**src/rtl/pads_cfg_sequencer.sv**
```systemverilog
// pads_cfg_sequencer
//   Holds shadow copies of the pad direction values and an update mask, and on
//   commit replays the mask onto cnfg_en in staggered groups of at most GROUP
//   pads, with GAP idle cycles between groups, to limit simultaneous switching.
//
// Ports
//   clk        : clock
//   resetb     : asynchronous active-low reset
//   wr_valid   : shadow write request
//   wr_ready   : write accepted (high only while idle)
//   wr_addr    : 0 io low half, 1 io high half, 2 mask low half, 3 mask high half
//   wr_data    : write data, NUM_PADS/2 bits
//   commit     : start-apply pulse, honoured only while idle
//   busy       : apply sequence in progress (APPLY through DONE)
//   done       : one-cycle pulse when a sequence completes
//   cnfg_io    : direction values (1 = input, 0 = output), straight from io_sh
//   cnfg_en    : registered per-pad load strobes
//
// Build option
//   PADS_CFG_LOCK_EN : when defined, pads 38..41 are locked; their mask bits
//                      are held at 0 and their io bits at the reset pattern.
module pads_cfg_sequencer #(
    parameter int unsigned NUM_PADS = 44,
    parameter int unsigned GROUP    = 8,
    parameter int unsigned GAP      = 2
) (
    input  logic                    clk,
    input  logic                    resetb,
    input  logic                    wr_valid,
    output logic                    wr_ready,
    input  logic [1:0]              wr_addr,
    input  logic [NUM_PADS/2-1:0]   wr_data,
    input  logic                    commit,
    output logic                    busy,
    output logic                    done,
    output logic [NUM_PADS-1:0]     cnfg_io,
    output logic [NUM_PADS-1:0]     cnfg_en
);

    localparam int unsigned HALF = NUM_PADS / 2;
    localparam int unsigned NG   = (NUM_PADS + GROUP - 1) / GROUP;
    localparam int unsigned GW   = (NG > 1) ? $clog2(NG) : 1;
    localparam int unsigned CW   = (GAP > 1) ? $clog2(GAP) : 1;

    localparam logic [NUM_PADS-1:0] IO_RST = NUM_PADS'(44'hC70003FFFBD);
`ifdef PADS_CFG_LOCK_EN
    localparam logic [NUM_PADS-1:0] LOCK = NUM_PADS'(44'h3C000000000);
`else
    localparam logic [NUM_PADS-1:0] LOCK = '0;
`endif

    typedef enum logic [1:0] {IDLE, APPLY, WAIT, DONE} state_t;

    state_t              state;
    logic [GW-1:0]       g;
    logic [CW-1:0]       wcnt;
    logic [NUM_PADS-1:0] io_sh;
    logic [NUM_PADS-1:0] mask_sh;
    logic [NUM_PADS-1:0] io_nx;
    logic [NUM_PADS-1:0] mask_nx;
    logic                wr_fire;

    // Pads belonging to group k; the last group naturally truncates at NUM_PADS.
    function automatic logic [NUM_PADS-1:0] grp_sel(input logic [GW-1:0] k);
        logic [NUM_PADS-1:0] sel;
        sel = '0;
        for (int unsigned i = 0; i < NUM_PADS; i++)
            sel[i] = ((i / GROUP) == 32'(k));
        return sel;
    endfunction

    assign wr_ready = (state == IDLE);
    assign busy     = (state != IDLE);
    assign cnfg_io  = io_sh;
    assign wr_fire  = wr_valid && wr_ready;

    // Post-write shadow view: group 0 is loaded from this so a write issued
    // in the same cycle as commit is already reflected in the first strobe.
    always_comb begin
        io_nx   = io_sh;
        mask_nx = mask_sh;
        if (wr_fire) begin
            case (wr_addr)
                2'd0:    io_nx[HALF-1:0]          = wr_data;
                2'd1:    io_nx[NUM_PADS-1:HALF]   = wr_data;
                2'd2:    mask_nx[HALF-1:0]        = wr_data;
                default: mask_nx[NUM_PADS-1:HALF] = wr_data;
            endcase
        end
        io_nx   = (io_nx & ~LOCK) | (IO_RST & LOCK);
        mask_nx = mask_nx & ~LOCK;
    end

    always_ff @(posedge clk or negedge resetb) begin
        if (!resetb) begin
            state   <= IDLE;
            g       <= '0;
            wcnt    <= '0;
            cnfg_en <= '0;
            done    <= 1'b0;
            io_sh   <= IO_RST;
            mask_sh <= '0;
        end else begin
            io_sh   <= io_nx;
            mask_sh <= mask_nx;
            done    <= 1'b0;
            cnfg_en <= '0;
            case (state)
                IDLE: begin
                    if (commit) begin
                        g       <= '0;
                        state   <= APPLY;
                        cnfg_en <= mask_nx & grp_sel('0);
                    end
                end
                APPLY: begin
                    if (g == GW'(NG - 1)) begin
                        state <= DONE;
                        done  <= 1'b1;
                    end else if (GAP == 0) begin
                        g       <= g + 1'b1;
                        cnfg_en <= mask_sh & grp_sel(g + 1'b1);
                    end else begin
                        wcnt  <= '0;
                        state <= WAIT;
                    end
                end
                WAIT: begin
                    if (wcnt == CW'(GAP - 1)) begin
                        g       <= g + 1'b1;
                        state   <= APPLY;
                        cnfg_en <= mask_sh & grp_sel(g + 1'b1);
                    end else begin
                        wcnt <= wcnt + 1'b1;
                    end
                end
                DONE:    state <= IDLE;
                default: state <= IDLE;
            endcase
        end
    end

endmodule

```
**config.mk**
```make
export PLATFORM = sky130hd
export DESIGN_NAME = pads_cfg_sequencer
export DESIGN_NICKNAME = d
export VERILOG_FILES = /design/src/rtl/pads_cfg_sequencer.sv
export SDC_FILE = /design/constraint.sdc
export NUM_CORES = 1
export LEC_CHECK = 0
export BUFFER_PORTS_ARGS = -buffer_cell sky130_fd_sc_hd__buf_2
export CAP_MARGIN = 20
export CORE_ASPECT_RATIO = 0.7
export CORE_MARGIN = 2
export CORE_UTILIZATION = 56
export CTS_BUF_LIST = sky130_fd_sc_hd__clkbuf_4
export DETAILED_ROUTE_END_ITERATION = 8
export HOLD_SLACK_MARGIN = 0.02
export PLACE_DENSITY = 0.82
export SYNTH_ARGS = -nofsm -noshare
export SYNTH_HDL_FRONTEND = slang
export SYNTH_SLANG_ARGS = --single-unit
```
**constraint.sdc**
```tcl
create_clock -name clk -period 2.4 [get_ports clk]
set_input_delay 0.72 -clock clk [delete_from_list [all_inputs] [get_ports clk]]
set_output_delay 0.72 -clock clk [all_outputs]
set_load 0.02 [all_outputs]
```
* Word-level counts from Yosys, hierarchy flattened
Cells that the tools add are included.
** Cells by class
- Add/sub/neg operators :: 2
- Multipliers :: 0
- Div/mod/pow operators :: 0
- $lt $le $gt $ge :: 0
- Eq/ne operators :: 14
- Shift-type cells :: 0
- Mux-type cells :: 17
- Bitwise operators :: 2
- Reduce and logical (&&, ||, !) cells :: 15
** Operators by type and width (number)
- case mux 44 bit (2 select lines) :: 1
- bitwise AND 44 bit :: 1
- two-way mux 44 bit :: 1
- two-way mux 8 bit :: 3
- AND reduction 2 bit :: 6
- case mux 2 bit (4 select lines) :: 1
- equality test 2 bit (second input constant) :: 3
- equality test 2 x 3 -> 1 bit (first input constant) :: 2
- equality test 3 bit (first input constant) :: 2
- two-way mux 3 bit :: 2
- case mux 3 bit (2 select lines) :: 1
- nonzero test 2 bit :: 3
- two-way mux 1 bit :: 5
- equality test 2 x 1 -> 1 bit (second input constant) :: 2
- zero test 2 bit :: 2
- two-way mux 2 bit :: 2
- != test 2 bit (second input constant) :: 2
- adder 3 x 1 -> 3 bit (second input constant) :: 1
- equality test 1 x 3 -> 1 bit (first input constant) :: 1
- equality test 3 bit (second input constant) :: 1
- zero test 3 bit :: 1
- AND reduction 3 bit :: 1
- OR reduction 3 bit :: 1
- != test 2 x 1 -> 1 bit (second input constant) :: 1
- other kinds (4) :: 4
** Word-level totals
- Register bits :: 139
- Bits in latches :: 0
- Bits in writable memories :: 0
- ROM bits :: 0
- Input port bits :: 28
- Output and inout port bits :: 91
- Logic and storage cells :: 60
- Memories :: 0

* Longest topological paths before layout
- Depth in word-level cells :: 5
- Mapped depth :: 6
- Gate-level depth less buffers :: 5

* Worst setup path before layout
Ideal clock, no wire load.
- Path type :: input to register
- Start :: input wr_valid
- End :: register mask_sh[0]
- Setup time :: 0.125 ns
- Data arrival time :: 2.022 ns
- Data required time :: 2.275 ns
- Setup slack :: 0.252 ns
- Cell stages on the path :: 5
- Buffers on the path :: 2
- Path through :: or3b_4 > or3b_1 > buf_2 > buf_6 > mux2_4
** Between the ends
- Word-level cells in the longest chain between the ends :: 2
** Ends and longest elaborated chain
- start: declaration :: line 29 : input logic wr_valid,
- logical AND 1 bit :: line 75 : assign wr_fire = wr_valid && wr_ready;
- two-way mux 8 bit :: line 82 : if (wr_fire) begin
- net mask_nx[0] :: line 60 : logic [NUM_PADS-1:0] mask_nx;
- end signal: assignment :: line 105 : mask_sh <= mask_nx;
- end: declaration :: line 58 : logic [NUM_PADS-1:0] mask_sh;
The timed path passes the listed nets, and every way through them passes these cells.
A chain may end at the register's enable or synchronous reset.

* Final worst setup path
- Start :: register state[1]
- End :: output wr_ready
** Between the ends
- Word-level cells in the longest chain between the ends :: 1
** Ends and longest elaborated chain
- start: declaration :: line 54 : state_t state;
- start signal: assignment :: line 96 : state <= IDLE;
- start signal: assignment :: line 112 : state <= APPLY;
- start signal: assignment :: line 118 : state <= DONE;
- zero test 2 bit :: line 72 : assign wr_ready = (state == IDLE);
- end: declaration :: line 30 : output logic wr_ready,
Every way passes these cells.

==> metrics.cfg <==
[final_layout]
multi_input_area_mm2 = 0.001710
drive_gt1_share_pct = 58.49
utilization_pct = 70.24
ff_latch_area_mm2 = 0.003512
antennaDiodeCount = 0
nFillCells = 656
final_nets = 509
area_delta_synth_final_pct = 20.72

[critical_path]
critPathMaxStageDelay_ns = 0.43
path_class = reg -> out
worstPathRequired_ns = 1.68
cp.arrival_ns = 1.57
crit_chain = or2_2 > inv_1 > buf_2
crit_slowest_cell = dfrtp_2
r2r_slack_ns = 0.32
cp_max_fo = 3
cp-end-kind = output pin
r2r_cells = 5
start_kind = flip-flop

[sta]
finalHoldViolCount = 0
finalSetupViolations = 0
rsz0062_at_grt = false
setup_tns_ns = 0
min_period_over_period_pct = 95.29
worst_slew_pin_slew_ns = 0.6058
min_period_ns = 2.287
relSlewSlack_pct = 59.47
slew_viol_final = 0
finClkSkew_ns = 0.01488
max_freq_mhz = 437.2

[clocking]
clockBufferDepth = 2
cts_max_level = 4
cts_root_buf = clkbuf_4
cts_sinks = 139
cts_buffers = 17
clock_latency_ns = 0.53
postCtsHoldBufs = 0
clkTransAtPathRegs_ns = 0.11
tritoncts = built

[die]
start_util_pct = 58.18
die_area_mm2 = 0.01031
die_h_um = 85.55
rows = 29
core_area_mm2 = 0.009144
die_w_um = 120.5
ios = 119

[logic_synthesis]
yosys_register_bits = 139
syn_area_mm2 = 0.005320
syn_nets = 366
synth_top_flop_cell = dfrtp_1
synth.avg_cell_area_um2 = 15.98
yosysSeqAreaShare_pct = 65.97
synth_edf_count = 0
netlist_instances = 333
async_flop_share_pct = 100.0
yosysWarnings = 0
yosysUniqueCellTypes = 37

[global_route]
grt_pass1_vias = 3267
grt_overflow = 0
antenna_found_initial = 0
track_usage_pct = 21.89
grt_pass1_wl_um = 16830
grt_start_max_net_pins = 61

[routing]
firstDrtPassIters = 4
drt-initial-drc-count = 151
drt-wirelength-per-cell_um = 17.22
vias_per_cell = 5.163
wl_um = 10560
vias = 3165
drc = 0
ant_nets = 0

[power]
ir_drop_mv = 0.7586
leakage_nw = 3.291
total_power_mw = 7.726
powerDensity_mw_per_mm2 = 1203

[run_status]
status = finished, final reports clean

[placement]
gp_congestion = 0.9009
portBuffers = 118
dp_hpwl_um = 7532

[min_path]
hold_path.class = in -> async

[flow_run]
drv_cap = 0

## cell type report
| type | count | share of cell area, % |
|---|---|---|
| flip-flops and latches | 139 | 54.69 |
| multi-input cells | 177 | 26.63 |
| repair buffers | 137 | 11.90 |
| well taps | 124 | 2.416 |
| clock buffers | 18 | 2.104 |
| clock inverters | 14 | 2.026 |
| inverters | 4 | 0.2338 |
## sequential cells by signal, summed over array words and instances, names as in the netlist
signal,flops
cnfg_io,44
mask_sh,44
g,3
state,2
wcnt,1
done,1
cnfg_en,44
## cells in the mapped netlist (2+ instances only)
master,instances,area (µm²)
a22o_1,11,96.34
and2_1,36,225.2
and4_1,2,17.52
buf_1,2,7.510
buf_2,4,20.02
buf_6,5,56.30
clkbuf_1,2,7.510
dfrtp_1,114,2853
dfstp_2,25,656.9
ha_1,5,62.56
inv_1,4,15.01
mux2_2,68,765.7
mux2_4,20,300.3
nand2_1,3,11.26
nand2b_1,2,12.51
nor2_1,5,18.77
nor3_1,2,10.01
o21ai_0,4,20.02
## report_power, final
part / internal (mW) / switching, mW / leakage (nW)
Clock: 0.613 / 0.802 / 0.148
Combinational: 1.22 / 1.31 / 1.42
Sequential: 3.33 / 0.446 / 1.72
## cells by family after synthesis
kind of cell / count (synthesis) / synth area share (%)
AOI/OAI and AO/OA: 19 / 2.728
muxes: 89 / 20.25
and+or+nand+nor: 62 / 7.550
adders and majority gates: 5 / 1.176
buffers and inverters: 17 / 1.999
xor gates and xnor gates: 2 / 0.3293
DFF: 139 / 65.97
## final timing paths
path,to,start
min in group clk,mask_sh[10],wr_data[10]
setup reg to reg,mask_sh[7],state[1]
max in group asynchronous,cnfg_io[12],resetb
setup / recovery,wr_ready,state[1]
hold reg to reg,cnfg_en[36],mask_sh[36]
hold / removal,cnfg_io[41],resetb
## per-layer routing
layer	up-vias	routed length, µm	track usage [%]
met3	11	666	7.247
met4	0	136	6.765
met2	93	5117	33.69
met5	-	0	0
li1	1449	-	-
met1	1612	4635	30.16
## per-stage QoR
stage	hold WS [ns]	setup WS (ns)	area [µm²]	std cells
3_5_place_dp	0.4612	0.07610	6132	578
4_1_cts	0.1306	0.006098	6400	610
5_1_grt	0.1451	0.02964	6422	613
6_report	0.1573	0.1130	6422	613
2_1_floorplan	0.4244	0.2524	5320	333
3_3_place_gp	0.4542	0.1291	6132	578
## worst max-delay path: cells and delay by family, from the launching register on
family,cells,cell delay [ns]
simple gates,1,0.32
buf+inv,2,0.30
flops,1,0.43
## cells in the final DEF, fill, tap and decap left out, types with 2 or more instances in the layout
| cell type | n |
|---|---|
| buf_2 | 117 |
| dfrtp_1 | 112 |
| mux2_2 | 68 |
| and2_1 | 36 |
| dfstp_2 | 25 |
| mux2_4 | 20 |
| clkbuf_4 | 18 |
| buf_4 | 17 |
| a22o_1 | 11 |
| nor2_1 | 5 |
| ha_1 | 5 |
| clkinv_2 | 5 |
| inv_1 | 4 |
| o21ai_0 | 4 |
| nand2_1 | 3 |
| clkinv_4 | 3 |
| clkinv_1 | 3 |
| and4_1 | 2 |
| nand2b_1 | 2 |
| nor3_1 | 2 |
| bufinv_16 | 2 |
| buf_12 | 2 |
| dfrtp_2 | 2 |
## what timing repair did
| action | 4_1_cts | 5_1_grt |
|---|---|---|
| endpoints found under the setup margin | 1 | 1 |
| hold endpoints to repair | 0 | 0 |
| resized for setup | 2 | 0 |
| gates cloned | 0 | 0 |
| buffers inserted | 0 | 3 |
(Power assumes the default switching activity.)
